<file path="config.mk">
export PLATFORM = sky130hd
export DESIGN_NAME = bcd_score_accum
export DESIGN_NICKNAME = d
export VERILOG_FILES = /design/src/rtl/bcd_score_accum.sv
export SDC_FILE = /design/constraint.sdc
export NUM_CORES = 1
export LEC_CHECK = 0
export CORE_MARGIN = 4
export CORE_UTILIZATION = 40
export CTS_BUF_LIST = sky130_fd_sc_hd__clkbuf_4 sky130_fd_sc_hd__clkbuf_8
export CTS_CLUSTER_DIAMETER = 30
export DETAILED_ROUTE_END_ITERATION = 10
export GPL_TIMING_DRIVEN = 0
export PLACE_DENSITY = 0.59
export REMOVE_ABC_BUFFERS = 1
export SETUP_SLACK_MARGIN = 0.4
export SYNTH_ARGS = -nofsm -noshare
export SYNTH_HDL_FRONTEND = slang
export SYNTH_SLANG_ARGS = --single-unit
</file>
<file path="constraint.sdc">
create_clock -name Clk -period 4.8 [get_ports Clk]
set_input_delay 0.96 -clock Clk [delete_from_list [all_inputs] [get_ports Clk]]
set_output_delay 0.96 -clock Clk [all_outputs]
set_load 0.005 [all_outputs]
</file>
<file path="src/rtl/bcd_score_accum.sv">
// Packed-BCD score accumulator: adds one digit per cycle and commits the result atomically.
// Optional build macro BCD_SAT_EN: a carry out of the top digit saturates the score to all 9s.
module bcd_score_accum #(
    parameter int DIGITS = 4
) (
    input  logic                  Clk,
    input  logic                  Reset,
    input  logic                  start,
    input  logic [4*DIGITS-1:0]   addend,
    input  logic                  clear,
    output logic                  ready,
    output logic [4*DIGITS-1:0]   score,
    output logic                  done,
    output logic                  overflow,
    output logic [1:0]            state_dbg
);

    localparam int IW = (DIGITS > 1) ? $clog2(DIGITS) : 1;

    typedef enum logic [1:0] {
        IDLE = 2'd0,
        ADD  = 2'd1,
        DONE = 2'd2
    } state_t;

    state_t                    state, state_next;
    logic [DIGITS-1:0][3:0]    work;
    logic [DIGITS-1:0][3:0]    add_q;
    logic [IW-1:0]             idx;
    logic                      carry;
    logic [4:0]                dig_t;
    logic [3:0]                dig_sum;
    logic                      dig_carry;
    logic                      last_digit;

    function automatic logic [DIGITS-1:0][3:0] clamp_bcd(input logic [DIGITS-1:0][3:0] v);
        logic [DIGITS-1:0][3:0] r;
        for (int i = 0; i < DIGITS; i++) begin
            r[i] = (v[i] > 4'd9) ? 4'd9 : v[i];
        end
        return r;
    endfunction

    // Handshake: a request is taken on the rising edge where start & ready are both high;
    // ready is only offered in IDLE and is withheld while clear has priority.
    assign ready      = (state == IDLE) & ~clear;
    assign state_dbg  = state;
    assign last_digit = (idx == IW'(DIGITS - 1));

    always_comb begin
        dig_t     = 5'(work[idx]) + 5'(add_q[idx]) + 5'(carry);
        dig_sum   = dig_t[3:0];
        dig_carry = 1'b0;
        if (dig_t > 5'd9) begin
            dig_sum   = dig_t[3:0] + 4'd6;
            dig_carry = 1'b1;
        end
    end

    always_ff @(posedge Clk or posedge Reset) begin
        if (Reset) begin
            state <= IDLE;
        end else begin
            state <= state_next;
        end
    end

    always_comb begin
        state_next = state;
        case (state)
            IDLE:    if (start && ready) state_next = ADD;
            ADD:     if (last_digit) state_next = DONE;
            DONE:    state_next = IDLE;
            default: state_next = IDLE;
        endcase
    end

    always_ff @(posedge Clk or posedge Reset) begin
        if (Reset) begin
            score    <= '0;
            overflow <= 1'b0;
            done     <= 1'b0;
            work     <= '0;
            add_q    <= '0;
            idx      <= '0;
            carry    <= 1'b0;
        end else begin
            done <= (state == DONE);
            case (state)
                IDLE: begin
                    if (clear) begin
                        score    <= '0;
                        overflow <= 1'b0;
                    end else if (start) begin
                        add_q <= clamp_bcd(addend);
                        work  <= score;
                        idx   <= '0;
                        carry <= 1'b0;
                    end
                end
                ADD: begin
                    work[idx] <= dig_sum;
                    carry     <= dig_carry;
                    if (!last_digit) idx <= idx + 1'b1;
                end
                DONE: begin
`ifdef BCD_SAT_EN
                    score <= carry ? {DIGITS{4'h9}} : work;
`else
                    score <= work;
`endif
                    if (carry) overflow <= 1'b1;
                end
                default: ;
            endcase
        end
    end

endmodule

</file>
==> results.cfg <==
[hold_path]
worstHoldEndpoint = add_q[5]
whs_path_depth = 2
hp-class = reg2reg
hold_start = add_q[5]

[logic_synthesis]
synthTopCellsByArea = dfrtp_1 50%, nand2_1 7.6%, mux4_2 6.5%
synthCells = 269
synthMuxAreaShare_pct = 6.510
syn_area_per_cell_um2 = 10.29
netlist_area_um2 = 2768
yosys.area_share.xor_xnor_pct = 0.3165
synthSimpleGateAreaFrac_pct = 16.09
synth_compound_area_share_pct = 17.81
yosysTopAreaCellShare_pct = 49.73
synthAdderAreaFrac_pct = 5.515
yosysSeqAreaShare_pct = 49.73
yosys.area.top_type = dfrtp_1
yosysWarnings = 0
ys_seq_elements = 55
synth_top_family_by_area = compound AO/OA/AOI/OAI gates
yosysUniqueCellTypes = 38

[place]
placed_area_um2 = 3237
routabilityCongestion = 0.7422
dp_hpwl_um = 4468
port_buffers = 40
dpl.cell_count = 378

[grt]
grt_pass1_vias = 1971
grt_overflow = 0
use_met2_pct = 23.42
antenna_found_initial = 0
met1_usage_pct = 23.48
grt_max_degree = 40
top_usage_layer = met1
grt_usage_pct = 15.83
met3_usage_pct = 2.983
grt_pass1_wl_um = 10450

[layout]
area_growth_pct = 20.43
final_cells = 386
fillers = 636
num_antenna_cells = 0
nets = 336
drive_above_1_share_pct = 6.863
final_area_um2 = 3333

[routing]
detail-route-antenna-nets = 0
drtPass1Iterations = 4
post-route-drc-count = 0
drtIter0Drc = 78
routed_wl_um = 6207
via_per_inst = 5.490
num_vias = 2119
wl_per_cell_um = 16.08

[die]
initial_core_util_pct = 40.96
ios = 41
die_area_um2 = 8314
die_h_um = 91.18
rows = 30
coreArea_um2 = 6756
die_width_um = 91.18

[cts]
cts_sinks = 55
htreeDepth = 2
cts_tree = done
path_clk_slew_ps = 120
cts_made_buffers = 5
post_cts_buffers = 0
root_buffer = clkbuf_8
clock_path_buffers = 2
clock_latency_ps = 330
cts_resized = 0
ctsHoldBuffers = 0

[sta]
worst_pin_slew_ps = 1308
grt_setup_unrepaired = no
fin_crit_ps = 3845
fin_tns_setup_ps = 0
finalCritPeriodShare_pct = 80.11
slew_headroom_pct = 12.25
setup_viol = 0
slew_viol_final = 0
fin_hold_ws_ps = 475.0
final-hold-violation-count = 0
fmax_mhz = 260.1
skew_ps = 17.05

[setup_path]
cp.arrival_ps = 4050
path_cells = mux4_2 > fa_1 > inv_1 > fa_1 > ha_1 > a21bo_2 > o21ai_0 > o311ai_1 > a32oi_1 > o21ai_0
r2r_slack_ps = 950
reg2regPathDepth = 10
crit_family = adder cells
worstReg2RegStart = idx[0]
crit_path_end_kind = register
critical_path_class = reg2reg
r2r-end = work[1]
crit_fanout = 13
crit_path_max_incr_delay_ps = 750
start_kind = register
worstPathRequired_ps = 5000
path_buf_inv = 1
crit_slowest_cell = dfrtp_1

[power]
switchingPower_mw = 1.207
power.share.sequential_pct = 30.0
power.leakage_nw = 1.528
powerDensity_nw_per_um2 = 791.0
switching_share_pct = 45.78
ir_worst_vdd_mv = 0.3197
clockPowerShare_pct = 10.5
intPower_mw = 1.429
comb_power_share_pct = 59.5

[job]
maxCapViolCount = 0

[outcome]
status = finished, final reports clean
## placed cells by master, fill, tap and decap left out, drive strengths merged, types with 2 or more instances in the layout
cell | netlist | routed
a31oi | 5 | 5
and3 | 8 | 8
a32oi | 2 | 2
nor2b | 3 | 3
a22o | 16 | 16
inv | 16 | 17
dfrtp | 55 | 55
fa | 2 | 2
nand3b | 8 | 8
clkbuf | 7 | 5
o21ai | 17 | 17
a21oi | 13 | 13
ha | 9 | 9
nand2 | 56 | 56
nor3 | 2 | 2
nand3 | 6 | 6
mux4 | 8 | 8
a22oi | 6 | 6
clkdlybuf4s50 | 0 | 40
and2 | 3 | 3
nor2 | 7 | 7
## metrics by stage
step / worst slack [ps] / total power [mW] / util (%)
finish: 954.9 / 2.637 / 49.33
global route: 720.0 / 2.872 / 49.33
global placement: 987.8 / 2.340 / 47.61
floorplan: 1405 / 1.883 / -
detailed placement: 953.6 / 2.362 / 47.91
CTS: 949.3 / 2.648 / 49.33
## layer usage
layer	share of wire [%]	routed length [um]
met4	1.4	85
met3	3.5	217
met2	45	2808
met1	50	3095
met5	0	0
## sequential cells by signal, summed over array words and instances, names as in the netlist
name / flops
work: 16
overflow: 1
score: 16
done: 1
add_q: 16
carry: 1
idx: 2
state_dbg: 2
## kinds of logic (layout without fill, tap and decap cells)
family / after synthesis / count (layout)
DFF: 55 / 55
AOI/OAI and AO/OA: 70 / 70
and+or+nand+nor: 96 / 96
buffers and inverters: 28 / 65
adders and majority gates: 11 / 11
muxes: 8 / 8
xor gates and xnor gates: 1 / 1
## cell type report
| class | count | area, um^2 | share of cell area, % |
|---|---|---|---|
| inverter | 16 | 60.06 | 1.802 |
| multi-input combinational | 186 | 1280 | 38.40 |
| clock buffer | 5 | 68.82 | 2.065 |
| timing repair buffer | 41 | 420.4 | 12.61 |
| sequential | 55 | 1376 | 41.29 |
| clock inverter | 3 | 27.53 | 0.8258 |
| tap | 80 | 100.1 | 3.003 |
## power groups by stage
stage                     Sequential (mW)  Clock, mW  Combinational [mW]
after floorplan                     0.745          0                1.14
after global placement              0.794          0                1.55
after detailed placement            0.797          0                1.57
after CTS                           0.789      0.285                1.57
after global routing                0.815      0.299                1.76
final                               0.790      0.277                1.57
## cell usage after synthesis
library cell,count
xnor2_1,1
o31a_1,1
ha_1,9
clkbuf_1,7
nor3_1,2
nand4_1,1
and3b_1,1
a22o_1,16
o22ai_1,1
o311ai_1,1
a221o_1,1
nand3_1,6
a21o_1,1
o21a_1,1
fa_1,2
a21oi_1,12
nand2b_1,1
mux4_2,8
buf_2,5
a21bo_2,1
a21oi_2,1
nor2b_1,3
o221ai_1,1
a211o_1,1
and2_1,3
inv_1,16
dfrtp_1,55
o21ai_1,4
a21boi_0,1
o311a_4,1
nand3b_1,8
a31oi_1,5
a32oi_1,2
nand2_1,56
o21ai_0,13
nor2_1,7
and3_1,8
a22oi_1,6
## worst register-to-register path, cell delays in order, from the launching register on
cell	delay, ps
dfrtp_1	750
mux4_2	610
fa_1	430
inv_1	80
fa_1	490
ha_1	260
a21bo_2	220
o21ai_0	90
o311ai_1	140
a32oi_1	500
o21ai_0	170
## worst max path at each step
| stage | startpoint | endpoint | cells past startpoint |
|---|---|---|---|
| detailed placement | idx[0] | work[1] | 10 |
| global route | idx[0] | work[1] | 9 |
| CTS | idx[0] | work[1] | 10 |
| floorplan | idx[0] | work[10] | 10 |
| global placement | idx[0] | work[1] | 9 |
| finish | idx[0] | work[1] | 10 |
Power figures use the tool's default switching activity.
